<file path="src/rtl/codigos_display.vh">
// Display-code values and FSM state encodings shared by the code producer,
// the display decoder and their benches.
`ifndef CODIGOS_DISPLAY_VH
`define CODIGOS_DISPLAY_VH

localparam logic [3:0] COD_BRANCO = 4'b1111;
localparam logic [3:0] COD_0      = 4'd0;
localparam logic [3:0] COD_1      = 4'd1;
localparam logic [3:0] COD_2      = 4'd2;
localparam logic [3:0] COD_3      = 4'd3;
localparam logic [3:0] COD_4      = 4'd4;
localparam logic [3:0] COD_5      = 4'd5;
localparam logic [3:0] COD_6      = 4'd6;
localparam logic [3:0] COD_7      = 4'd7;
localparam logic [3:0] COD_8      = 4'd8;
localparam logic [3:0] COD_9      = 4'd9;
localparam logic [3:0] COD_10     = 4'd10;
localparam logic [3:0] COD_11     = 4'd11;
localparam logic [3:0] COD_12     = 4'd12;
localparam logic [3:0] COD_13     = 4'd13;
localparam logic [3:0] COD_14     = 4'd14;

localparam logic [1:0] EST_IDLE = 2'd0;
localparam logic [1:0] EST_SHOW = 2'd1;
localparam logic [1:0] EST_GAP  = 2'd2;

`endif

</file>
<file path="src/rtl/codificador_mensagem_pkg.sv">
// Shared types and helpers for the message encoder: display codes, FSM
// encodings and the lowest-index-first priority encoder.
package codificador_mensagem_pkg;

  `include "codigos_display.vh"

  localparam int N_COD = 15;

  typedef struct packed {
    logic       any;
    logic [3:0] code;
  } prio_t;

  // Lowest set index wins; code stays blank when nothing is pending.
  function automatic prio_t prioridade(input logic [N_COD-1:0] p);
    prio_t r;
    r.any  = |p;
    r.code = COD_BRANCO;
    for (int i = N_COD - 1; i >= 0; i--) begin
      if (p[i]) r.code = 4'(i);
    end
    return r;
  endfunction

  function automatic logic [N_COD-1:0] um_quente(input logic [3:0] c);
    logic [N_COD-1:0] um;
    um = {{(N_COD-1){1'b0}}, 1'b1};
    return um << c;
  endfunction

endpackage

</file>
<file path="src/rtl/contador_tempo.sv">
// Up-counter with synchronous clear and enable; flags when the current value
// equals the terminal-count input and exposes its next value for look-ahead.
module contador_tempo #(
  parameter int CNT_W = 26
) (
  input  logic             clock,
  input  logic             clr,
  input  logic             en,
  input  logic [CNT_W-1:0] limite,
  output logic [CNT_W-1:0] valor_prox,
  output logic             terminal
);

  logic [CNT_W-1:0] valor_q;
  logic [CNT_W-1:0] valor_d;

  always_comb begin
    valor_d = valor_q;
    if (clr) begin
      valor_d = '0;
    end else if (en) begin
      valor_d = valor_q + {{(CNT_W-1){1'b0}}, 1'b1};
    end
  end

  always_ff @(posedge clock) begin
    valor_q <= valor_d;
  end

  assign valor_prox = valor_d;
  assign terminal   = (valor_q == limite);

endmodule

</file>
<file path="src/rtl/codificador_mensagem.sv">
// Producer of the 4-bit display-code stream: queues one-cycle requests, holds
// each code for HOLD_CYCLES, blanks for GAP_CYCLES, serves lowest code first.
module codificador_mensagem
  import codificador_mensagem_pkg::*;
#(
  parameter int HOLD_CYCLES = 50_000_000,
  parameter int GAP_CYCLES  = 5_000_000,
  parameter int CNT_W       = 26
) (
  input  logic        clock,
  input  logic        reset,
  input  logic [14:0] req,
  input  logic        clear,
  output logic [3:0]  bits,
  output logic        ativo,
  output logic        fim
);

  localparam logic [CNT_W-1:0] LIM_HOLD = CNT_W'(HOLD_CYCLES - 1);
  localparam logic [CNT_W-1:0] LIM_GAP  = (GAP_CYCLES > 0) ? CNT_W'(GAP_CYCLES - 1) : '0;
  localparam bit               TEM_GAP  = (GAP_CYCLES > 0);

  logic [1:0]       state_q, state_d;
  logic [14:0]      pend_q, pend_d;
  logic [3:0]       bits_q, bits_d;
  logic             fim_q, fim_d;

  prio_t            prio;
  logic [14:0]      taken;
  logic             carrega;
  logic             tmr_clr, tmr_en;
  logic [CNT_W-1:0] tmr_lim, tmr_prox;
  logic             tmr_tc;

  contador_tempo #(
    .CNT_W(CNT_W)
  ) u_tempo (
    .clock      (clock),
    .clr        (tmr_clr | reset),
    .en         (tmr_en),
    .limite     (tmr_lim),
    .valor_prox (tmr_prox),
    .terminal   (tmr_tc)
  );

  always_comb begin
    prio    = prioridade(pend_q);
    state_d = state_q;
    bits_d  = bits_q;
    taken   = '0;
    carrega = 1'b0;
    tmr_clr = 1'b0;
    tmr_en  = 1'b0;
    tmr_lim = (state_q == EST_SHOW) ? LIM_HOLD : LIM_GAP;

    case (state_q)
      EST_IDLE: begin
        bits_d  = COD_BRANCO;
        tmr_clr = 1'b1;
        carrega = prio.any;
      end
      EST_SHOW: begin
        if (tmr_tc) begin
          tmr_clr = 1'b1;
          if (TEM_GAP) begin
            state_d = EST_GAP;
            bits_d  = COD_BRANCO;
          end else if (prio.any) begin
            carrega = 1'b1;
          end else begin
            state_d = EST_IDLE;
            bits_d  = COD_BRANCO;
          end
        end else begin
          tmr_en = 1'b1;
        end
      end
      EST_GAP: begin
        if (tmr_tc) begin
          tmr_clr = 1'b1;
          if (prio.any) begin
            carrega = 1'b1;
          end else begin
            state_d = EST_IDLE;
            bits_d  = COD_BRANCO;
          end
        end else begin
          tmr_en = 1'b1;
        end
      end
      default: begin
        state_d = EST_IDLE;
        bits_d  = COD_BRANCO;
        tmr_clr = 1'b1;
      end
    endcase

    if (carrega) begin
      state_d = EST_SHOW;
      bits_d  = prio.code;
      taken   = um_quente(prio.code);
      tmr_clr = 1'b1;
    end

    // A request for the code being loaded survives, so it is shown again later.
    pend_d = (pend_q & ~taken) | req;

    if (clear) begin
      state_d = EST_IDLE;
      bits_d  = COD_BRANCO;
      pend_d  = '0;
      tmr_clr = 1'b1;
      tmr_en  = 1'b0;
    end
  end

  // fim is registered from the look-ahead timer value so it marks the last SHOW cycle.
  always_comb begin
    fim_d = (state_d == EST_SHOW) && (tmr_prox == LIM_HOLD);
  end

  always_ff @(posedge clock) begin
    if (reset) begin
      state_q <= EST_IDLE;
      pend_q  <= '0;
      bits_q  <= COD_BRANCO;
      fim_q   <= 1'b0;
    end else begin
      state_q <= state_d;
      pend_q  <= pend_d;
      bits_q  <= bits_d;
      fim_q   <= fim_d;
    end
  end

  assign bits  = bits_q;
  assign ativo = (state_q == EST_SHOW);
  assign fim   = fim_q;

endmodule

</file>
<file path="config.mk">
export PLATFORM = sky130hd
export DESIGN_NAME = codificador_mensagem
export DESIGN_NICKNAME = d
export VERILOG_FILES = /design/src/rtl/codificador_mensagem_pkg.sv /design/src/rtl/contador_tempo.sv /design/src/rtl/codificador_mensagem.sv
export VERILOG_INCLUDE_DIRS = /design/src /design/src/rtl
export SDC_FILE = /design/constraint.sdc
export NUM_CORES = 1
export LEC_CHECK = 0
export BUFFER_PORTS_ARGS = -buffer_cell sky130_fd_sc_hd__buf_2
export CORE_MARGIN = 3
export CORE_UTILIZATION = 60
export DETAILED_ROUTE_END_ITERATION = 8
export PLACE_DENSITY = 0.84
export SYNTH_ARGS = -nofsm -noshare
export SYNTH_HDL_FRONTEND = slang
export SYNTH_HIERARCHICAL = 1
export SYNTH_SLANG_ARGS = --single-unit
</file>
<file path="constraint.sdc">
create_clock -name clock -period 5.1 [get_ports clock]
set_input_delay 1.02 -clock clock [delete_from_list [all_inputs] [get_ports clock]]
set_output_delay 1.02 -clock clock [all_outputs]
set_load 0.005 [all_outputs]
</file>
* After elaboration in Yosys (flattened, before gate mapping) *
Cells that the tools add are included.

cells by class
  add/sub/neg operators = 1
  equality and inequality tests = 8
  shift-type cells = 1
  multiplexer cells = 40
  bitwise logic cells = 4
  reductions and logical operators = 6

operator list
  kind                                                   number
  two-way mux 26 bit                                     3
  two-way mux 4 bit                                      18
  adder 26 x 1 -> 26 bit, second input constant          1
  equality test 26 bit                                   1
  equality test 26 bit, second input constant            1
  bitwise AND 15 bit                                     1
  two-way mux 15 bit                                     1
  NOT 15 bit                                             1
  bitwise OR 15 bit                                      1
  OR reduction 15 bit                                    1
  << shifter 1 x 4 -> 15 bit, first input constant       1
  two-way mux 1 bit                                      10
  two-way mux 2 bit                                      5
  one-hot mux 4 bit (2 select lines)                     1
  inequality test 3 bit, second input constant           2
  one-hot mux 2 bit (3 select lines)                     1
  equality test 2 x 1 -> 1 bit, second input constant    2
  OR reduction 2 bit                                     2
  inequality test 3 x 1 -> 1 bit, second input constant  1
  AND reduction 3 bit                                    1
  equality test 2 bit, second input constant             1
  zero test 2 bit                                        1
  one-hot mux 1 bit (2 select lines)                     1
  logical AND 1 bit                                      1
  bitwise OR 1 bit                                       1

word-level totals
  register bits = 48
  input bits = 18
  output and inout bits = 6
  word-level logic and storage cells = 65

* Logic depth before layout (Yosys ltp) *
Gate-level depths: netlist of the first run.

  depth after elaboration = 20
  gate-level depth with buffers = 19
  mapped depth without buffers = 17

* By module *
The synthesis of the first run kept the hierarchy.

modules (own cells, without submodules)
  module                times used  cells an instance  area an instance (µm²)  sequential area each (µm²)
  contador_tempo        1           177                1,564.0                 520.5
  codificador_mensagem  1           168                1,298.7                 440.4

* Worst setup path after synthesis of the first run *
No wires, ideal clock.

  kind = register to register
  from = register state_q[1]
  to = register fim_q (netlist: fim)
  setup time = 92 ps
  arrival time = 4,277 ps
  required time = 5,008 ps
  path slack = 731 ps
  cell stages (with the launch flop) = 20
  buffers on the path = 2
  clock period less this slack = 4,369 ps
  cells stage by stage = dfxtp_1 inv_1 ha_1 inv_1 xor2_1 nor4_1 nand3_1 nor4_1 nor3b_1 and4_2 buf_2 nand4_1 clkbuf_1 or3_1 a21oi_1 nor4_1 nand3_1 nor3_1 nand3_1 nor4_1

between the ends
  elaborated cells between the ends (all ways) = 27
  classes of those cells = 5 x eq/ne; 18 x mux; 1 x bitwise; 3 x reduce/logical

RTL lines
  element                       RTL line                                                RTL
  start, declared               codificador_mensagem.sv:23                              logic [1:0] state_q, state_d;
  start signal, assigned        codificador_mensagem.sv:129                             state_q <= state_d;
  equality test 2 x 1 -> 1 bit  -
  named net ativo               codificador_mensagem.sv:15                              output logic ativo,
  two-way mux 26 bit            codificador_mensagem.sv:54                              tmr_lim = (state_q == EST_SHOW) ? LIM_HOLD : LIM_GAP;
  named net tmr_lim[11]         codificador_mensagem.sv:32                              logic [CNT_W-1:0] tmr_lim, tmr_prox;
  equality test 26 bit          contador_tempo.sv:31                                    assign terminal = (valor_q == limite);
  named net tmr_tc              codificador_mensagem.sv:33                              logic tmr_tc;
  two-way mux 1 bit             codificador_mensagem.sv:63, codificador_mensagem.sv:79
  two-way mux 1 bit             -
  two-way mux 1 bit             codificador_mensagem.sv:108                             if (clear) begin
  named net tmr_en              codificador_mensagem.sv:31                              logic tmr_clr, tmr_en;
  two-way mux 26 bit            contador_tempo.sv:21                                    end else if (en) begin
  two-way mux 26 bit            contador_tempo.sv:19                                    if (clr) begin
  named net tmr_prox[11]        codificador_mensagem.sv:32
  equality test 26 bit          codificador_mensagem.sv:119                             fim_d = (state_d == EST_SHOW) && (tmr_prox == LIM_HOLD);
  logical AND 1 bit             codificador_mensagem.sv:119
  end signal, assigned          codificador_mensagem.sv:132                             fim_q <= fim_d;
  end, declared                 codificador_mensagem.sv:26                              logic fim_q, fim_d;

The timed path passes the listed nets, and every way through them passes these cells.
A chain may end at the register's enable or synchronous reset.

* Final worst setup path of the first run *
  from = register state_q[1]
  to = register fim_q (netlist: fim)

between the ends
  elaborated cells between the ends (all ways) = 27
  classes of those cells = 5 x eq/ne; 18 x mux; 1 x bitwise; 3 x reduce/logical

RTL lines
  element                       RTL line
  equality test 2 x 1 -> 1 bit  codificador_mensagem.sv:54
  two-way mux 26 bit            codificador_mensagem.sv:54
  named net tmr_lim[11]         codificador_mensagem.sv:32
  equality test 26 bit          contador_tempo.sv:31
  named net tmr_tc              codificador_mensagem.sv:33
  two-way mux 1 bit             codificador_mensagem.sv:63, codificador_mensagem.sv:79
  two-way mux 1 bit             -
  two-way mux 1 bit             codificador_mensagem.sv:108
  named net tmr_en              codificador_mensagem.sv:31
  two-way mux 26 bit            contador_tempo.sv:21
  two-way mux 26 bit            contador_tempo.sv:19
  named net tmr_prox[13]        codificador_mensagem.sv:32
  equality test 26 bit          codificador_mensagem.sv:119
  logical AND 1 bit             codificador_mensagem.sv:119

The timed path passes the listed nets, and every way through them passes these cells.

==> results.txt, run 1 <==
----------------------------------------------------
[Critical path]
  Buffer and inverter count on the worst path ... 4
  Signal arrival time at the worst endpoint ... 4610 ps
  Top cell family by delay on the critical path ... simple AND/OR/NAND/NOR gates
  Required time of the critical path ... 5320 ps
  Crit-path max cell delay ... slightly below 600 ps
  Critical path launch point type ... flip-flop
  Slowest stage cell on the critical path ... sky130_fd_sc_hd__or4_1
  Worst setup path category ... reg2reg
  Critical path peak fanout ... 16
  Crit path cell chain ... inv_1 -> ha_1 -> buf_4 -> inv_1 -> xor2_1 -> nor4_1 -> nand3_1 -> nor4_1 -> buf_4 -> nor3b_2 -> and4_2 -> nand4_1 -> or4_1 -> a21oi_1 -> nand3_1 -> nor3_1 -> nand3_1 -> nor4_1
  Crit end category ... flip-flop

[GRT]
  Total track usage ... 0.256
  Largest net degree at the start of global routing ... 31
  Overall overflow remaining after global route ... 0
  Antenna violations before repair ... 0
  Number of global-route vias before repair ... between 2000 and 2500
  Wire length of the first global-routing pass ... roughly 11 mm

[Logic synthesis]
  Mapped Cells ... 345
  Cell types occupying the most area after synthesis ... sky130_fd_sc_hd__dfxtp_1 34%, sky130_fd_sc_hd__xor2_1 6.4%, sky130_fd_sc_hd__nor2_1 5.6%
  Synthesized-area fraction occupied by ao, oa, aoi and oai cells ... 0.183
  Cell taking the most area after synthesis ... sky130_fd_sc_hd__dfxtp_1
  Async SR Flop Fraction ... 0
  Warnings from Yosys ... 6
  #FFs+latches synth ... 48
  Post-Synth XOR/XNOR Area ... 0.104
  EDFF count, synth ... 0
  Combinational family with the most area after synthesis ... simple AND/OR/NAND/NOR gates
  Post-synthesis average cell area ... about 8.3 um^2
  Simple-gate area share of the yosys netlist ... 0.272
  Most instantiated cells after synthesis ... 48 x sky130_fd_sc_hd__dfxtp_1, 43 x sky130_fd_sc_hd__nor2_1, 30 x sky130_fd_sc_hd__a21oi_1
  Dominant synthesized flop cell ... sky130_fd_sc_hd__dfxtp_1
  Yosys top cell area share ... 0.336
  Fraction of the mapped netlist area in adder cells ... 0.0262
  Sequential area share after synthesis ... 0.336
  Summed instance area of the synthesized netlist ... 2860 um^2
  Count leader, synth ... sky130_fd_sc_hd__dfxtp_1
  Mux cell area share after synthesis ... 0.0188
  Count of unique library cells instantiated by Yosys ... 64

[Timing]
  Pins Over Slew Limit ... 0
  Fmax ... 227 MHz
  Minimum clock period ... about 4400 ps
  Worst slew slack as a fraction of its limit ... 0.367
  Setup slack after layout ... approximately 700 ps
  Tightest Pin Transition ... ~950 ps
  Final setup violation count ... 0
  Hold Fails Final Rpt ... 0
  Worst slack on hold paths ... 500 ps
  Unrepaired setup endpoints after global routing ... false
  Period utilisation layout ... 0.862
  Post-route setup TNS ... 0 ps
  Worst-case clock skew ... 4.27 ps

[Clock network]
  CTS tree ... built
  Number of buffers added to fix hold violations after cts ... 0
  Clock edge transition at the registers on the reported setup and hold paths ... 90 ps
  H-tree levels ... 2
  CTS max path bufs ... 2
  Number of clock buffers inserted by TritonCTS ... 5
  Sink count of the clock tree ... 48
  Clock root buffer ... sky130_fd_sc_hd__clkbuf_8
  Post-CTS resize count ... 0
  Post-CTS repair timing setup buffer count ... 0
  Clock latency at the later pin of the worst-skew pair ... roughly 300 ps

[Placement]
  Placed insts ... 419
  GPL Wtd Cong ... 0.899
  Worst setup slack before clock tree synthesis ... 461 ps
  Input/output buffers ... 23
  HPWL after detailed placement ... 4.94 mm

[Layout]
  Number of inserted diodes ... 0
  Finished Core Util ... 0.691
  Proportion of layout cells with a drive suffix above 1 ... 0.141
  Relative area change from synthesis to final layout ... 8.00%
  Nets@finish ... 398
  Post-route non-filler standard cell count ... 427

[Drt]
  Drt initial violations ... 115
  Remaining routing DRC violations ... 0
  DR pass1 iterations ... 4
  Routed length per instance ... about 16 um
  Post-DR vias/cell ... 6.11
  Via count ... 2611
  Count of antenna-violating nets left after detailed routing ... 0
  Total Routed Length ... 6.74 mm

[Die]
  DIE WIDTH ... around 75 um
  Total die area ... 5640 um^2
  Starting Density ... 0.640
  Die height ... 75.1 um
  Number of cell rows ... 24
  Boundary pin count ... 24
  CORE AREA ... around 4500 um^2

[Outcome]
  Status ... complete, no violations

[Hold path]
  Worst min path class ... reg2reg

[Pwr]
  Static leakage power ... 1.15 nW
  Ratio of total power to cell area ... 238 nW/um^2
  Peak supply drop ... between 150 and 200 uV

[Run]
  Maximum Capacitance Violations ... 0

----------------------------------------------------
## cells in the final DEF, fill, tap and decap left out, types with 2 or more instances in the layout
cell type / count
sky130_fd_sc_hd__clkbuf_8: 6
sky130_fd_sc_hd__mux2i_1: 2
sky130_fd_sc_hd__nand4b_1: 2
sky130_fd_sc_hd__xor2_1: 21
sky130_fd_sc_hd__or4_4: 2
sky130_fd_sc_hd__and4_1: 2
sky130_fd_sc_hd__or2_2: 3
sky130_fd_sc_hd__nand2_1: 12
sky130_fd_sc_hd__ha_1: 6
sky130_fd_sc_hd__nand3_1: 12
sky130_fd_sc_hd__mux2_2: 3
sky130_fd_sc_hd__conb_1: 13
sky130_fd_sc_hd__buf_4: 2
sky130_fd_sc_hd__or3_2: 2
sky130_fd_sc_hd__nor2_1: 43
sky130_fd_sc_hd__dfxtp_1: 48
sky130_fd_sc_hd__or3_1: 4
sky130_fd_sc_hd__a21oi_1: 30
sky130_fd_sc_hd__and4_2: 2
sky130_fd_sc_hd__buf_2: 23
sky130_fd_sc_hd__clkbuf_1: 2
sky130_fd_sc_hd__inv_1: 17
sky130_fd_sc_hd__o31ai_1: 12
sky130_fd_sc_hd__nor4_1: 10
sky130_fd_sc_hd__nor2b_1: 5
sky130_fd_sc_hd__a31oi_1: 5
sky130_fd_sc_hd__nand4_1: 11
sky130_fd_sc_hd__o21ai_0: 20
sky130_fd_sc_hd__nand2b_1: 3
sky130_fd_sc_hd__or4_1: 10
sky130_fd_sc_hd__xnor2_1: 13
## state kept, by name, indices dropped and copies added, names as in the netlist
register / cells
pend_q: 15
fim: 1
bits: 4
u_tempo/valor_q: 26
state_q: 2
## through the flow
step | power [mW] | cell area, um^2
CTS | 0.736 | 3090
global placement | 0.505 | 3000
global route | 0.763 | 3090
floorplan | 0.477 | 2900
detailed placement | 0.507 | 3000
finish | 0.734 | 3090
## final cells by class
| cell class | count | area, um^2 |
|---|---|---|
| multi-input cells | 277 | 1780 |
| fillers | 367 | 1380 |
| well taps | 52 | 65.1 |
| clock buffers | 8 | 90.1 |
| repair buffers | 25 | 130 |
| flip-flops and latches | 48 | 961 |
| inverters | 17 | 63.8 |
## worst register-to-register path, delay by kind of cell (launching register included)
family	cells	cell delay [ps]
compound gates	1	190
xor+xnor	1	170
fa+ha+maj	1	200
buf+inv	4	660
flops	1	400
simple gates	11	2710
## logic make-up after synthesis
family,count (synthesis)
simple gates,135
compound gates,84
flops,48
xor+xnor,34
buf+inv,31
fa+ha+maj,6
mux,5
other cells,2
## routing by layer
layer	share of wire	up-vias	GRT usage
met5	0	-	0
met4	0.021	0	0.0988
met3	0.039	16	0.0454
met2	0.50	70	0.437
met1	0.44	1234	0.319
li1	-	1291	-
## power breakdown
group	leakage, nW	internal [mW]	switching (mW)
sequential	0.390	0.383	0.0101
combinational	0.718	0.0448	0.0622
clock	0.0455	0.111	0.123
total	1.15	0.539	0.196
## path summary, 6_finish.rpt
check,startpoint,endpoint,slack (ps),cells after the start
max,state_q[1]$_SDFF_PP0_,fim$_SDFF_PP0_,700,18
min,pend_q[14]$_SDFF_PP0_,pend_q[14]$_SDFF_PP0_,500,2
max reg2reg,state_q[1]$_SDFF_PP0_,fim$_SDFF_PP0_,700,18
min reg2reg,pend_q[14]$_SDFF_PP0_,pend_q[14]$_SDFF_PP0_,500,2
Note: power is estimated with default switching activity, not from simulation.
==> run 2, diff against run 1 <==
--- a/config.mk
+++ b/config.mk
@@ -7,10 +7,12 @@
 export NUM_CORES = 1
 export LEC_CHECK = 0
 export BUFFER_PORTS_ARGS = -buffer_cell sky130_fd_sc_hd__buf_2
+export CELL_PAD_IN_SITES_DETAIL_PLACEMENT = 1
+export CELL_PAD_IN_SITES_GLOBAL_PLACEMENT = 1
 export CORE_MARGIN = 3
-export CORE_UTILIZATION = 60
+export CORE_UTILIZATION = 45
 export DETAILED_ROUTE_END_ITERATION = 8
-export PLACE_DENSITY = 0.84
+export PLACE_DENSITY = 0.83
 export SYNTH_ARGS = -nofsm -noshare
 export SYNTH_HDL_FRONTEND = slang
 export SYNTH_HIERARCHICAL = 1
==> results.txt, run 2 (synthesis gave the netlist of run 1 again) <==
----------------------------------------------------
[Outcome]
  Status ... complete, no violations

[Drt]
  DR pass1 iterations ... 4 (unchanged)
  Remaining routing DRC violations ... 0 (unchanged)
  Drt initial violations ... 74 (-36%)
  Post-DR vias/cell ... 5.84 (-4.5%)
  Via count ... 2640 (+1.1%)
  Routed length per instance ... 17.1 um (+8.7%)
  Count of antenna-violating nets left after detailed routing ... 0 (unchanged)
  Total Routed Length ... 7.75 mm (+15%)

[Timing]
  Tightest Pin Transition ... 877 ps (-69.0 ps)
  Hold Fails Final Rpt ... 0 (unchanged)
  Final setup violation count ... 0 (unchanged)
  Worst-case clock skew ... 13.8 ps (+9.56 ps)
  Period utilisation layout ... 0.858 (-0.00428)
  Setup slack after layout ... 724 ps (+21.8 ps)
  Unrepaired setup endpoints after global routing ... false
  Worst slew slack as a fraction of its limit ... 0.413 (+0.0462)
  Pins Over Slew Limit ... 0 (unchanged)
  Fmax ... 229 MHz (+0.50%)
  Post-route setup TNS ... 0 ps (unchanged)
  Minimum clock period ... 4380 ps (-21.8 ps)

[Critical path]
  Worst r2r path cells ... 18 (unchanged)
  Crit end category ... flip-flop
  Worst setup path category ... reg2reg
  R2r endpoint ... fim$_SDFF_PP0_
  Critical path peak fanout ... 30 (+14)
  Critical path launch point type ... flip-flop
  Signal arrival time at the worst endpoint ... 4580 ps (-30 ps)
  Required time of the critical path ... 5310 ps (about the same)
  FF-to-FF Start ... state_q[1]$_SDFF_PP0_
  Slack of the worst reg-to-reg path ... 720 ps (+20 ps)

[Placement]
  HPWL after detailed placement ... 5.86 mm (+19%)
  Worst setup slack before clock tree synthesis ... 799 ps (+338 ps)
  Input/output buffers ... 23 (unchanged)
  Instance area after placement ... 3040 um^2 (+1.5%)
  GPL Wtd Cong ... 0.894 (-0.57%)

[GRT]
  Number of global-route vias before repair ... 2740 (+12%)
  Antenna violations before repair ... 0 (unchanged)
  Total track usage ... 0.223 (-0.0326)
  Wire length of the first global-routing pass ... 13.1 mm (+18%)
  Largest net degree at the start of global routing ... 31 (unchanged)
  Overall overflow remaining after global route ... 0 (unchanged)

[Clock network]
  CTS max path bufs ... 2 (unchanged)
  H-tree levels ... 2 (unchanged)
  Clock edge transition at the registers on the reported setup and hold paths ... 90 ps (about the same)
  Post-CTS resize count ... 0 (unchanged)
  Sink count of the clock tree ... 48 (unchanged)
  Clock root buffer ... sky130_fd_sc_hd__clkbuf_8
  Post-CTS repair timing setup buffer count ... 0 (unchanged)
  Number of buffers added to fix hold violations after cts ... 0 (unchanged)
  CTS tree ... built
  Number of clock buffers inserted by TritonCTS ... 5 (unchanged)
  Clock latency at the later pin of the worst-skew pair ... 310 ps (about the same)

[Layout]
  Finished Core Util ... 0.520 (-0.171)
  Number of inserted diodes ... 0 (unchanged)
  Largest register by flop count ... u_tempo/valor_q
  Relative area change from synthesis to final layout ... 9.44%
  Leading cell type in the layout, fill and taps excluded ... sky130_fd_sc_hd__dfxtp_1
  Highest-count cells in the layout ignoring fill and taps ... 48 x sky130_fd_sc_hd__dfxtp_1, 43 x sky130_fd_sc_hd__nor2_1, 30 x sky130_fd_sc_hd__a21oi_1
  Largest register FFs ... 26 (unchanged)
  Proportion of layout cells with a drive suffix above 1 ... 0.149 (+0.00721)
  Area of all placed cells without fillers ... 3130 um^2 (+1.3%)
  Nets@finish ... 400 (+0.50%)

[Die]
  Total die area ... 7350 um^2 (+30%)
  Die height ... 85.8 um (+14%)
  DIE WIDTH ... 85.8 um (+14%)
  Number of cell rows ... 28 (+17%)
  Boundary pin count ... 24 (unchanged)
  CORE AREA ... 6030 um^2 (+35%)
  Starting Density ... 0.475 (-0.165)

[Pwr]
  Total power draw ... 0.742 mW (+0.98%)
  Peak supply drop ... 101 uV (-44%)
  Static leakage power ... 1.16 nW (+0.16%)
  Ratio of total power to cell area ... 237 nW/um^2 (-0.35%)

[Hold path]
  Endpoint with the worst hold slack ... bits[2]$_SDFFE_PP1P_
  Launch instance of the worst min-delay path ... bits[2]$_SDFFE_PP1P_
  Worst hold path stage count ... 2 (unchanged)
  Worst min path class ... reg2reg

[Run]
  Maximum Capacitance Violations ... 0 (unchanged)

----------------------------------------------------
run 2: cell types whose count changed in the layout (fill, tap and decap cells not counted), sizes merged:
cell / before / now
clkinvlp: 0 / 2
buf: 25 / 27
clkbuf: 8 / 5
clkinv: 0 / 1
run 2: per-stage QoR:
step,hold WS (ps),instances
CTS,493,452
finish,493,452
global route,528,452
global placement,464,444
detailed placement,477,444
floorplan,456,356
run 2: worst max-delay path by stage:
stage	startpoint	to	slack [ps]
after global routing	state_q[1]$_SDFF_PP0_	fim$_SDFF_PP0_	180
after CTS	state_q[1]$_SDFF_PP0_	fim$_SDFF_PP0_	670
after floorplan	state_q[1]$_SDFF_PP0_	fim$_SDFF_PP0_	730
after global placement	state_q[1]$_SDFF_PP0_	fim$_SDFF_PP0_	1060
after detailed placement	state_q[1]$_SDFF_PP0_	fim$_SDFF_PP0_	800
final	state_q[1]$_SDFF_PP0_	fim$_SDFF_PP0_	720
run 2: worst max-delay path, cell delays in order (launching register included):
cell and delay [ps]:
sky130_fd_sc_hd__dfxtp_1 390, sky130_fd_sc_hd__inv_1 100, sky130_fd_sc_hd__ha_1 190, sky130_fd_sc_hd__buf_4 200
sky130_fd_sc_hd__inv_1 210, sky130_fd_sc_hd__xor2_1 110, sky130_fd_sc_hd__nor4_1 280, sky130_fd_sc_hd__nand3_1 110
sky130_fd_sc_hd__nor4_1 290, sky130_fd_sc_hd__buf_4 200, sky130_fd_sc_hd__a21oi_1 170, sky130_fd_sc_hd__nor2_1 280
sky130_fd_sc_hd__or3b_2 590, sky130_fd_sc_hd__nor2_1 130, sky130_fd_sc_hd__nor4_1 300, sky130_fd_sc_hd__nand3_1 110
sky130_fd_sc_hd__nor3_1 260, sky130_fd_sc_hd__nand3_1 120, sky130_fd_sc_hd__nor4_1 220
run 2: power by group:
group	leakage, nW	switching [mW]	total (mW)	internal, mW
registers	0.390	0.0103	0.394	0.383
logic	0.725	0.0642	0.109	0.0450
clock network	0.0404	0.141	0.239	0.0974
run 2: layout make-up:
type                    count  area (um^2)
inverters                  17         63.8
fillers                   757         2890
multi-input cells         277         1780
well taps                  75         93.8
repair buffers             27          145
clock inverters             3         23.8
clock buffers               5         68.8
flip-flops and latches     48          961
run 2: layer usage:
| layer | part of all wire | wire length [um] | vias up | GRT usage |
|---|---|---|---|---|
| li1 | - | - | 1300 | - |
| met1 | 0.43 | 3320 | 1279 | 0.258 |
| met2 | 0.53 | 4090 | 48 | 0.422 |
| met3 | 0.027 | 209 | 13 | 0.0346 |
| met4 | 0.017 | 130 | 0 | 0.0604 |
| met5 | 0 | 0 | - | 0 |
